===== config.mk =====
export PLATFORM = sky130hd
export DESIGN_NAME = sseg_p2s_flat
export DESIGN_NICKNAME = d
export VERILOG_FILES = /design/src/rtl/sseg_p2s_if.sv /design/src/rtl/sseg_p2s.sv /design/src/flat_wrapper.sv
export SDC_FILE = /design/constraint.sdc
export NUM_CORES = 1
export LEC_CHECK = 0
export ABC_AREA = 1
export ABC_CLOCK_PERIOD_IN_PS = 3900
export CORE_ASPECT_RATIO = 0.8
export CORE_MARGIN = 2
export CORE_UTILIZATION = 55
export CTS_BUF_LIST = sky130_fd_sc_hd__clkbuf_4 sky130_fd_sc_hd__clkbuf_8 sky130_fd_sc_hd__clkbuf_16
export CTS_CLUSTER_SIZE = 10
export DETAILED_ROUTE_END_ITERATION = 16
export DONT_BUFFER_PORTS = 1
export PLACE_DENSITY = 0.7
export SYNTH_ARGS = -nofsm -noshare
export SYNTH_HDL_FRONTEND = slang
export SYNTH_SLANG_ARGS = --single-unit

===== constraint.sdc =====
create_clock -name clk -period 3.9 [get_ports clk]
set_input_delay 0.195 -clock clk [delete_from_list [all_inputs] [get_ports clk]]
set_output_delay 0.195 -clock clk [all_outputs]
set_load 0.02 [all_outputs]

===== src/rtl/sseg_p2s_if.sv =====
// Connection bundle between the display controller / segment-mapping stage
// and the serial shifter that drives the external shift-register chain.
interface sseg_p2s_if #(
  parameter int DATA_BITS = 64
);
  logic                 start;
  logic [DATA_BITS-1:0] par_data;
  logic                 busy;
  logic                 done;
  logic                 s_clk;
  logic                 s_data;
  logic                 s_clrn;
  logic                 s_pen;

  modport master (
    output start, par_data,
    input  busy, done, s_clk, s_data, s_clrn, s_pen
  );

  modport slave (
    input  start, par_data,
    output busy, done, s_clk, s_data, s_clrn, s_pen
  );
endinterface


===== src/rtl/sseg_p2s.sv =====
// Parallel-to-serial shifter for the 8-digit seven-segment display chain.
// Shifts the 64-bit pattern out MSB first with a divided serial clock.
module sseg_p2s #(
  parameter int DATA_BITS = 64,
  parameter int CLK_DIV   = 2
) (
  input logic       clk,
  input logic       rst,
  sseg_p2s_if.slave bus
);

  typedef enum logic [1:0] {
    IDLE     = 2'd0,
    SHIFT_LO = 2'd1,
    SHIFT_HI = 2'd2,
    LATCH    = 2'd3
  } state_t;

  localparam logic [7:0] DIV_LAST = 8'(CLK_DIV - 1);
  localparam logic [5:0] BIT_LAST = 6'(DATA_BITS - 1);

  state_t               state_r;
  state_t               state_s;
  logic [7:0]           div_r;
  logic [7:0]           div_s;
  logic [5:0]           bit_r;
  logic [5:0]           bit_s;
  logic [DATA_BITS-1:0] shreg_r;
  logic [DATA_BITS-1:0] shreg_s;
  logic                 div_end_s;

  logic busy_r;
  logic done_r;
  logic s_clk_r;
  logic s_data_r;
  logic s_clrn_r;
  logic s_pen_r;
  logic busy_s;
  logic done_s;
  logic s_clk_s;
  logic s_data_s;
  logic s_pen_s;

  assign div_end_s = (div_r == DIV_LAST);

  // Next-state, counters and next values of the registered outputs.
  always_comb begin
    state_s = state_r;
    div_s   = div_r;
    bit_s   = bit_r;
    shreg_s = shreg_r;
    s_pen_s = s_pen_r;
    case (state_r)
      IDLE: begin
        if (bus.start) begin
          state_s = SHIFT_LO;
          shreg_s = bus.par_data;
          bit_s   = 6'd0;
          div_s   = 8'd0;
          s_pen_s = 1'b0;
        end else begin
          div_s = 8'd0;
        end
      end
      SHIFT_LO: begin
        if (div_end_s) begin
          state_s = SHIFT_HI;
          div_s   = 8'd0;
        end else begin
          div_s = div_r + 8'd1;
        end
      end
      SHIFT_HI: begin
        if (div_end_s) begin
          div_s = 8'd0;
          if (bit_r == BIT_LAST) begin
            state_s = LATCH;
          end else begin
            // Advance only at the end of the high phase so data moves on s_clk fall.
            shreg_s = {shreg_r[DATA_BITS-2:0], 1'b0};
            bit_s   = bit_r + 6'd1;
            state_s = SHIFT_LO;
          end
        end else begin
          div_s = div_r + 8'd1;
        end
      end
      LATCH: begin
        if (div_end_s) begin
          state_s = IDLE;
          div_s   = 8'd0;
          s_pen_s = 1'b1;
        end else begin
          div_s = div_r + 8'd1;
        end
      end
      default: begin
        state_s = IDLE;
        div_s   = 8'd0;
      end
    endcase

    busy_s  = (state_s != IDLE);
    done_s  = (state_r == LATCH) && (state_s == IDLE);
    s_clk_s = (state_s == SHIFT_HI);
    if ((state_s == SHIFT_LO) || (state_s == SHIFT_HI)) begin
      s_data_s = shreg_s[DATA_BITS-1];
    end else begin
      s_data_s = 1'b0;
    end
  end

  // State, counters, shift register and output registers.
  always_ff @(posedge clk) begin
    if (rst) begin
      state_r  <= IDLE;
      div_r    <= 8'd0;
      bit_r    <= 6'd0;
      shreg_r  <= '0;
      busy_r   <= 1'b0;
      done_r   <= 1'b0;
      s_clk_r  <= 1'b0;
      s_data_r <= 1'b0;
      s_clrn_r <= 1'b0;
      s_pen_r  <= 1'b0;
    end else begin
      state_r  <= state_s;
      div_r    <= div_s;
      bit_r    <= bit_s;
      shreg_r  <= shreg_s;
      busy_r   <= busy_s;
      done_r   <= done_s;
      s_clk_r  <= s_clk_s;
      s_data_r <= s_data_s;
      s_clrn_r <= 1'b1;
      s_pen_r  <= s_pen_s;
    end
  end

  assign bus.busy   = busy_r;
  assign bus.done   = done_r;
  assign bus.s_clk  = s_clk_r;
  assign bus.s_data = s_data_r;
  assign bus.s_clrn = s_clrn_r;
  assign bus.s_pen  = s_pen_r;

endmodule

===== src/flat_wrapper.sv =====
// flat-port wrapper written by rule: the top's interface ports become plain ports
module sseg_p2s_flat 
#(
  parameter int DATA_BITS = 64,
  parameter int CLK_DIV   = 2
)
  (clk, rst, bus_start, bus_par_data, bus_busy, bus_done, bus_s_clk, bus_s_data, bus_s_clrn, bus_s_pen);
  sseg_p2s_if #(.DATA_BITS(DATA_BITS)) bus_i ();
  input logic clk;
  input logic rst;
  input wire logic [$bits(bus_i.start)-1:0] bus_start;
  input wire logic [$bits(bus_i.par_data)-1:0] bus_par_data;
  output wire logic [$bits(bus_i.busy)-1:0] bus_busy;
  output wire logic [$bits(bus_i.done)-1:0] bus_done;
  output wire logic [$bits(bus_i.s_clk)-1:0] bus_s_clk;
  output wire logic [$bits(bus_i.s_data)-1:0] bus_s_data;
  output wire logic [$bits(bus_i.s_clrn)-1:0] bus_s_clrn;
  output wire logic [$bits(bus_i.s_pen)-1:0] bus_s_pen;
  assign bus_i.start = bus_start;
  assign bus_i.par_data = bus_par_data;
  assign bus_busy = bus_i.busy;
  assign bus_done = bus_i.done;
  assign bus_s_clk = bus_i.s_clk;
  assign bus_s_data = bus_i.s_data;
  assign bus_s_clrn = bus_i.s_clrn;
  assign bus_s_pen = bus_i.s_pen;
  sseg_p2s #(.DATA_BITS(DATA_BITS), .CLK_DIV(CLK_DIV)) u_core (.clk(clk), .rst(rst), .bus(bus_i));
endmodule

Word-level counts from Yosys, hierarchy flattened
Index checks and enable logic that the tools add are counted.

Bits in registers: 86. Output and inout port bits: 6. Logic and storage cells: 56.

Add/sub/neg operators: 2. Equality and inequality tests: 11. Muxes and demuxes: 20. Bitwise gates (word level): 1. Reductions and logical operators: 11.

Operator list (number): 2-to-1 mux 64 bit (3); case mux 64 bit (2 select lines) (1); 2-to-1 mux 6 bit (3); case mux 8 bit (2 select lines) (1); case mux 6 bit (2 select lines) (1); 2-to-1 mux 2 bit (5); adder 8 x 1 -> 8 bit (second input constant) (1); == test 8 x 1 -> 1 bit (second input constant) (1); 2-to-1 mux 8 bit (1); case mux 2 bit (4 select lines) (1); adder 6 x 1 -> 6 bit (second input constant) (1); == test 2 bit (second input constant) (3); == test 6 bit (second input constant) (1); nonzero test 2 bit (3); == test 2 x 1 -> 1 bit (second input constant) (2); logical NOT 2 bit (2); inequality test 2 x 1 -> 1 bit (second input constant) (2); inequality test 2 bit (second input constant) (2); AND reduction 4 bit (1); 2-to-1 mux 1 bit (3); AND reduction 3 bit (1); OR reduction 3 bit (1); case mux 1 bit (2 select lines) (1); OR reduction 2 bit (1); 3 further kinds (3).

Depth between registers and ports, before layout
Gate-level depths: netlist (run 1).

Word-level depth: 8. Mapped depth: 12.

Least setup slack after synthesis (run 1)
OpenSTA, ideal clock, no wires.

Path kind: register to register. From: register u_core.div_r[0]. To: register u_core.s_data_r (netlist: u_core.bus.s_data). Library setup time: 0.115 ns. Data arrival time: 1.500 ns. Required time: 3.785 ns. Path slack: 2.285 ns. Cell stages (with the launch flop): 11. Path buffers: 2. Period minus slack after synthesis: 1.615 ns. Cell sequence: dfxtp_1 -> ha_1 -> nand2_1 -> nor2_4 -> buf_6 -> buf_6 -> o211ai_1 -> nand2_1 -> ha_1 -> nand2_1 -> nor2_1.

Longest elaborated chain between the ends: 7.

RTL lines: start, declared (RTL line sseg_p2s.sv:24) `logic [7:0] div_r;`; start signal, assigned (RTL line sseg_p2s.sv:128) `div_r <= div_s;`; == test 8 x 1 -> 1 bit (*) (RTL line sseg_p2s.sv:44) `assign div_end_s = (div_r == DIV_LAST);`; 2-to-1 mux 2 bit, on equally long branches (RTL line sseg_p2s.sv:89, sseg_p2s.sv:66, sseg_p2s.sv:74); case mux 2 bit (4 select lines) (RTL line sseg_p2s.sv:53) `case (state_r)`; == test 2 x 1 -> 1 bit / == test 2 bit (equally long branches) (RTL line sseg_p2s.sv:106) `if ((state_s == SHIFT_LO) || (state_s == SHIFT_HI)) begin`; logical OR 1 bit (RTL line sseg_p2s.sv:106); NOT 1 bit (no line); OR reduction 2 bit (no line); end signal, assigned (RTL line sseg_p2s.sv:134) `s_data_r <= s_data_s;`; end, declared (RTL line sseg_p2s.sv:35) `logic s_data_r;`.

Mark *: on every way between the ends. The rest lies on a longest branch, timed or not. The select of a mux whose other input is x is not followed. A chain may end at the register's enable or synchronous reset.

Worst setup path after layout (run 1)
From: register u_core.state_r[0]. To: register u_core.shreg_r[37].

Longest elaborated chain between the ends: 3.

RTL lines: start, declared (RTL line sseg_p2s.sv:22) `state_t state_r;`; start signal, assigned (RTL line sseg_p2s.sv:127) `state_r <= state_s;`; == test 2 bit / logical NOT 2 bit (equally long branches) (RTL line sseg_p2s.sv:53); inequality test 2 x 1 -> 1 bit (no line) (tied with other cells); AND reduction 4 bit (no line); end signal, assigned (RTL line sseg_p2s.sv:130) `shreg_r <= shreg_s;`; end, declared (RTL line sseg_p2s.sv:28) `logic [DATA_BITS-1:0] shreg_r;`.

Several ways; a longest one is shown, not always the timed one.

==> PnR_summary.wiki, run 1 <==
{| class="wikitable"
! Metric !! Value
|-
| Status || complete, no violations
|-
| TritonCTS clock tree || built
|-
| Top cell by count, worst path || nand2_1
|-
| Share of the cycle needed by the critical path after routing || 66.5%
|-
| Synth-to-Final Area Change || 2.81%
|-
| Count of final max-slew check failures || 0
|-
| Number of distinct standard cells referenced by the synthesized netlist || 33
|-
| Most frequent cell after synthesis || nand2_1
|-
| Hold Fails Final Rpt || 0
|-
| R2r setup slk || about 1300 ps
|-
| FMAX || 385 MHz
|-
| Final total negative setup slack || 0 ps
|-
| Synthesized netlist cell count || between 700 and 800
|-
| Internal || 1.39 mW
|-
| Start-to-end type of the worst setup path || flip-flop to flip-flop
|-
| Overflow left after global routing || 0
|-
| Number of search-and-repair iterations in the first detailed-routing pass || 4
|-
| Final weighted congestion in routability-driven placement || slightly below 0.8
|-
| Worst setup SP type || flip-flop
|-
| Total of max-cap violations || 0
|-
| Total DRC errors in the routed layout || 0
|-
| Final-stage net count || 795
|-
| Starting DRT DRC Count || ~390
|-
| Max VDD drop || around 0.2 mV
|-
| Logic pwr share || 14.1%
|-
| Clk Tree Root Cell || clkbuf_8
|-
| Initial core utilization || ~57%
|-
| Antenna violations before repair || 0
|-
| Maximum fanout along the worst path || 64
|-
| Largest area contributor in the synthesized netlist || dfxtp_1
|-
| Layout fillers || about 850
|-
| Clock group share of total power || around a third
|-
| Final worst slack || around 1300 ps
|-
| Number of standard-cell rows in the floorplan || 30
|-
| Wire length per cell after detailed routing || 12.5 um
|-
| Mapped Avg Cell Area || 6.40 um2
|-
| Maximum clock insertion buffer count || 2
|-
| Sum of net half-perimeters after detailed placement || 6410 um
|-
| Warning count from the yosys run || 0
|-
| Placement-stage worst setup slack || around 1300 ps
|-
| Final Skew || about 11 ps
|-
| Slowest stage delay, CP || slightly above 900 ps
|-
| CTS clock-pin slew for the worst setup and hold paths || 80 ps
|-
| Switching part of the total power || 26.9%
|-
| Critical path, cell by cell || nor2_1 -> nand2_2 -> inv_2 -> nand2_1 -> nand2_1 -> inv_1 -> a21oi_2
|-
| Total Die Area || roughly 9500 um2
|-
| Total wirelength of the detailed-routed design || roughly 10000 um
|-
| Worst Path Arrival || about 2900 ps
|-
| Setup violation total in the final timing report || 0
|-
| Share of final-layout standard cells stronger than drive strength 1 || roughly 8.8%
|-
| Die Y-Extent || about 88 um
|-
| Number of buffers inserted during clock tree synthesis || 9
|-
| Share of the yosys chip area belonging to registers || between 30% and 40%
|-
| H-tree depth || 3
|-
| Minimum clock period after layout || 2600 ps
|-
| Floorplan die width || roughly 110 um
|-
| Class of the tightest hold or removal check || input port to flip-flop
|-
| Worst slew slack as a fraction of its limit || between 30% and 40%
|-
| Net count of the mapped netlist || approximately 820
|-
| Port Buffers || 0
|-
| Final ANT Viol Nets || 0
|-
| Ratio of routed vias to standard cells || a little over 5
|-
| Number of diodes || 0
|-
| Setup crit end kind || flip-flop
|-
| Global-route wire length before repair || roughly 18000 um
|-
| Share of total power in sequential cells || 50.9%
|-
| Power dissipated by switching net loads || 0.509 mW
|-
| Pin slew with the least headroom to its limit || 966 ps
|-
| IO Count || 73
|-
| Area share of the largest cell type after synthesis || a little over a third
|-
| Register bit count reported by yosys || 86
|-
| Leakage component of the power || 2.12 nW
|-
| Power density normalized to cell area || 383 nW/um2
|-
| Worst path required time || around 4200 ps
|-
| Largest net degree at the start of global routing || 73
|-
| Clock insertion delay at the later pin of the skew report || between 300 and 400 ps
|-
| EDFF count, synth || 0
|-
| Count of vias placed by the detailed router || roughly 4300
|-
| Leading post-synthesis cells by cell area || dfxtp_1 36%, nand3_1 13%, nand2_1 12%
|-
| Synth cell count leaders || 150 x nand2_1, 126 x nand3_1, 119 x inv_1
|-
| Vias in the first global route || between 3000 and 4000
|-
| Unrepaired setup endpoints after global routing || no
|-
| Post-synth ARST share || 0%
|-
| Slowest-stage cell, CP || inv_2
|-
| Post-Synthesis Cell Area || 4810 um2
|-
| Global routing usage summed across all routing layers || a little under a quarter
|-
| Sink count of the clock tree || 86
|-
| Ys flop type || dfxtp_1
|-
| Core Box Area || around 8500 um2
|}
==> power by group through the flow <==
stage               clock (mW)  combinational, mW  sequential [mW]
CTS                      0.681              0.270            0.965
finish                   0.662              0.268            0.965
detailed placement           0              0.253            0.985
floorplan                    0              0.231            0.977
global route             0.708              0.311            0.971
global placement             0              0.244            0.983
==> worst max-delay path: cells and delay by family (launching register included) <==
family,cells,cell delay [ps]
buffers and inverters,2,980
flip-flops,1,370
AO/OA/AOI/OAI,1,100
AND/OR/NAND/NOR,4,1060
==> repair_timing <==
item / CTS / global route
hold buffers: 2 / 0
setup endpoints to repair: 0 / 0
setup buffers: 0 / 0
endpoints found under the hold margin: 72 / 0
gates resized for setup: 0 / 0
==> routing by layer <==
metal | part of all wire, % | track usage [%] | vias to the layer above
li1 | - | - | 2245
met1 | 47 | 29.8 | 1949
met2 | 47 | 38.8 | 89
met3 | 5.2 | 5.06 | 12
met4 | 0.98 | 6.99 | 0
met5 | 0 | 0 | -
==> final timing paths <==
check                                    end  cells after the start                          from
max          u_core.shreg_r[37]$_SDFFE_PP0P_                      7  u_core.state_r[0]$_SDFF_PP0_
min                u_core.bus.s_clrn$_DFF_P_                      1                           rst
max reg2reg  u_core.shreg_r[37]$_SDFFE_PP0P_                      7  u_core.state_r[0]$_SDFF_PP0_
min reg2reg       u_core.div_r[0]$_SDFF_PP0_                      1    u_core.div_r[0]$_SDFF_PP0_
==> layout by cell type, fill, tap and decap left out, types with 2 or more instances in the layout <==
cell       instances
xor2_1             2
nand2_1          150
clkbuf_4           2
nand4_1            2
clkbuf_8           9
a21oi_1           59
o21ai_1            2
clkinv_1           7
ha_1               5
nor2_1            87
nor3_1             2
a21oi_2           10
buf_4              6
nor3b_1            3
bufinv_16          2
inv_2             16
o21ai_0            4
nor2_4             3
nand3_2           11
nand3_1          126
dfxtp_1           86
inv_1            119
nand2_2            3
==> area by class of cell <==
type	count	area (um2)	share of cell area [%]
clock buffers	11	139	2.81
repair buffers	8	82.6	1.67
flip-flops and latches	86	1720	34.8
inverters	142	533	10.8
multi-input cells	476	2270	45.9
well taps	112	140	2.83
clock inverters	2	60.1	1.21
==> logic make-up (layout without fill, tap and decap cells) <==
family / after synthesis / count (layout) / synth area share [%]
compound gates: 80 / 80 / 9.36
simple gates: 388 / 388 / 35.8
fa+ha+maj: 5 / 5 / 1.30
buf+inv: 190 / 163 / 17.2
xor+xnor: 3 / 3 / 0.546
flops: 86 / 86 / 35.8
==> state kept, by name (all words and copies together) (netlist names) <==
| signal | flops |
|---|---|
| u_core.bus.s_pen | 1 |
| u_core.bus.done | 1 |
| u_core.shreg_r | 64 |
| u_core.bus.s_data | 1 |
| u_core.bus.busy | 1 |
| u_core.bus.s_clk | 1 |
| u_core.bit_r | 6 |
| u_core.bus.s_clrn | 1 |
| u_core.div_r | 8 |
| u_core.state_r | 2 |
==> through the flow <==
step,instances,hold WS (ps),area (um2),power (mW),utilization [%]
CTS,837,8.53,4950,1.92,58.3
global route,837,24.8,4950,1.99,58.3
finish,837,25.9,4950,1.90,58.3
global placement,822,276,4710,1.23,55.6
detailed placement,822,277,4710,1.24,55.6
floorplan,752,343,4810,1.21,-
(Power assumes the default switching activity.)
==> run 2: changes to the inputs <==
Settings changed: ABC_CLOCK_PERIOD_IN_PS 3900 to 2500.
Clock period 3.9 ns to 2.5 ns, I/O delays scaled along.
==> PnR_summary.wiki, run 2 (synthesis gave the netlist of run 1 again) <==
{| class="wikitable"
! Metric !! Value
|-
| Number of gates given a new drive strength after cts || 0 (unchanged)
|-
| Final weighted congestion in routability-driven placement || 0.754 (-3.2%)
|-
| Total Die Area || 9520 um2 (unchanged)
|-
| Worst Path Arrival || 2540 ps (-350 ps)
|-
| Final instance area || 5320 um2 (+7.5%)
|-
| Minimum clock period after layout || 2250 ps (-349 ps)
|-
| Worst slew slack as a fraction of its limit || 64.4% (+29 points)
|-
| Status || complete, no violations
|-
| Logic pwr share || 16.1% (+2.0 points)
|-
| Share of the cycle needed by the critical path after routing || 89.9% (+23 points)
|-
| Clock insertion delay at the later pin of the skew report || 350 ps (about the same)
|-
| Leakage component of the power || 2.29 nW (+7.8%)
|-
| Unrepaired setup endpoints after global routing || no
|-
| Count of final max-slew check failures || 0 (unchanged)
|-
| Registers with the highest flip-flop counts || u_core.shreg_r x64, u_core.div_r x8, u_core.bit_r x6
|-
| Synth-to-Final Area Change || 10.5%
|-
| Global-route wire length before repair || 17700 um (-0.51%)
|-
| Largest net degree at the start of global routing || 75 (+2.7%)
|-
| Antenna violations before repair || 0 (unchanged)
|-
| Number of buffers inserted during clock tree synthesis || 9 (unchanged)
|-
| Number of diodes || 0 (unchanged)
|-
| Worst setup SP type || flip-flop
|-
| Final-stage net count || 833 (+4.8%)
|-
| Floorplan die width || 109 um (unchanged)
|-
| Number of search-and-repair iterations in the first detailed-routing pass || 4 (unchanged)
|-
| Count of hold buffers inserted by post-cts repair || 34 (+32)
|-
| Setup crit end kind || flip-flop
|-
| CTS clock-pin slew for the worst setup and hold paths || 80 ps (about the same)
|-
| Max VDD drop || 0.256 mV (+27%)
|-
| Final Skew || 7.16 ps (-3.70 ps)
|-
| Core Box Area || 8480 um2 (unchanged)
|-
| Pin slew with the least headroom to its limit || 534 ps (-433 ps)
|-
| Worst path required time || 2790 ps (-1410 ps)
|-
| Clock group share of total power || 31.9% (-3.0 points)
|-
| Flip-flop count of the largest register, all copies and words added || 64 (unchanged)
|-
| Commonest non-fill, non-tap cell in the layout || nand2_1
|-
| Start-to-end type of the worst setup path || flip-flop to flip-flop
|-
| Maximum fanout along the worst path || 24 (-63%)
|-
| Global routing usage summed across all routing layers || 22.9% (-0.13 points)
|-
| Number of standard-cell rows in the floorplan || 30 (unchanged)
|-
| Total DRC errors in the routed layout || 0 (unchanged)
|-
| Area taken by multi-input logic gates || 2270 um2 (unchanged)
|-
| Total wirelength of the detailed-routed design || 10500 um (+0.77%)
|-
| Layout fillers || 811 (-4.7%)
|-
| Hold Fails Final Rpt || 0 (unchanged)
|-
| Initial core utilization || 56.8% (unchanged)
|-
| Setup violation total in the final timing report || 0 (unchanged)
|-
| Sink count of the clock tree || 86 (unchanged)
|-
| Total of max-cap violations || 0 (unchanged)
|-
| Die Y-Extent || 87.7 um (unchanged)
|-
| Ratio of routed vias to standard cells || 5.00 (-2.5%)
|-
| Placed cell area || 4770 um2 (+1.2%)
|-
| Largest register by flop count || u_core.shreg_r
|-
| Share of final-layout standard cells stronger than drive strength 1 || 9.53% (+0.70 points)
|-
| Final total negative setup slack || 0 ps (unchanged)
|-
| Power density normalized to cell area || 544 nW/um2 (+42%)
|-
| Class of the tightest hold or removal check || input port to flip-flop
|-
| Vias in the first global route || 4128 (+4.0%)
|-
| Switching part of the total power || 28.0% (+1.1 points)
|-
| Most used cells in the layout excluding fill and tap cells || 150 x nand2_1, 126 x nand3_1, 119 x inv_1, 87 x nor2_1, 86 x dfxtp_1
|-
| Port Buffers || 0 (unchanged)
|-
| Area of all sequential standard cells || 1720 um2 (unchanged)
|-
| IO Count || 73 (unchanged)
|-
| Maximum clock insertion buffer count || 2 (unchanged)
|-
| Power dissipated by switching net loads || 0.810 mW (+59%)
|-
| Internal || 2.09 mW (+50%)
|-
| Wire length per cell after detailed routing || 12.0 um (-3.9%)
|-
| Starting DRT DRC Count || 281 (-28%)
|-
| Final ANT Viol Nets || 0 (unchanged)
|-
| H-tree depth || 3 (unchanged)
|-
| FMAX || 445 MHz (+16%)
|-
| Count of vias placed by the detailed router || 4392 (+2.3%)
|-
| TritonCTS clock tree || built
|-
| Overflow left after global routing || 0 (unchanged)
|-
| Post-CTS repair timing setup buffer count || 0 (unchanged)
|-
| Clk Tree Root Cell || clkbuf_8
|-
| Sum of net half-perimeters after detailed placement || 6340 um (-1.2%)
|-
| Share of total power in sequential cells || 52.0% (+1.1 points)
|}
[run 2: cell count changes in the layout (fill, tap and decap cells not counted), sizes merged]
cell,delta
clkbuf,+2
dlygate4sd3,+32
clkinv,+2
buf,+6
bufinv,-2
clkinvlp,+1
[run 2: cell type report]
class                      count  area share, %
clock buffer                  13           3.25
clock inverter                 3          0.329
inverter                     142           10.0
multi-input combinational    476           42.7
sequential                    86           32.4
tap                          112           2.63
timing repair buffer          46           8.66
[run 2: worst paths after layout]
check / start / end / slack [ps] / depth (start not counted)
setup / recovery: u_core.bit_r[0]$_SDFFE_PP0P_ / u_core.shreg_r[31]$_SDFFE_PP0P_ / 250 / 9
hold / removal: bus_par_data[54] / u_core.shreg_r[54]$_SDFFE_PP0P_ / 7 / 4
setup reg to reg: u_core.bit_r[0]$_SDFFE_PP0P_ / u_core.shreg_r[31]$_SDFFE_PP0P_ / 250 / 9
hold reg to reg: u_core.shreg_r[36]$_SDFFE_PP0P_ / u_core.shreg_r[36]$_SDFFE_PP0P_ / 480 / 2
[run 2: power groups by stage]
stage	logic [mW]	clock network (mW)	registers [mW]
floorplan	0.360	0	1.52
global placement	0.393	0	1.53
detailed placement	0.403	0	1.54
CTS	0.471	0.947	1.50
global route	0.536	1.01	1.52
finish	0.467	0.924	1.50
[run 2: per-layer routing]
metal | vias up | global-route usage, % | wire length (um)
met4 | 0 | 6.88 | 108
met5 | - | 0 | 0
met3 | 13 | 5.58 | 560
met1 | 1966 | 26.9 | 4680
li1 | 2332 | - | -
met2 | 81 | 41.6 | 5180
[run 2: through the flow]
| stage | power, mW | cells | setup slack, ps | hold slack (ps) | utilization [%] |
|---|---|---|---|---|---|
| final | 2.90 | 878 | 253 | 6.59 | 62.7 |
| after floorplan | 1.88 | 752 | 885 | 273 | - |
| after detailed placement | 1.94 | 828 | 712 | 206 | 56.2 |
| after global placement | 1.92 | 828 | 779 | 203 | 56.2 |
| after CTS | 2.92 | 878 | 284 | 0.304 | 62.7 |
| after global routing | 3.06 | 878 | 65.1 | 3.55 | 62.7 |
[run 2: worst max-delay path: stages (launching register included)]
cell	delay, ps
dfxtp_1	410
ha_1	230
nand2_2	70
nor2_2	140
nand2_2	100
nand3_2	110
buf_4	310
nand3_2	110
a21oi_2	140
dlygate4sd3_1	550
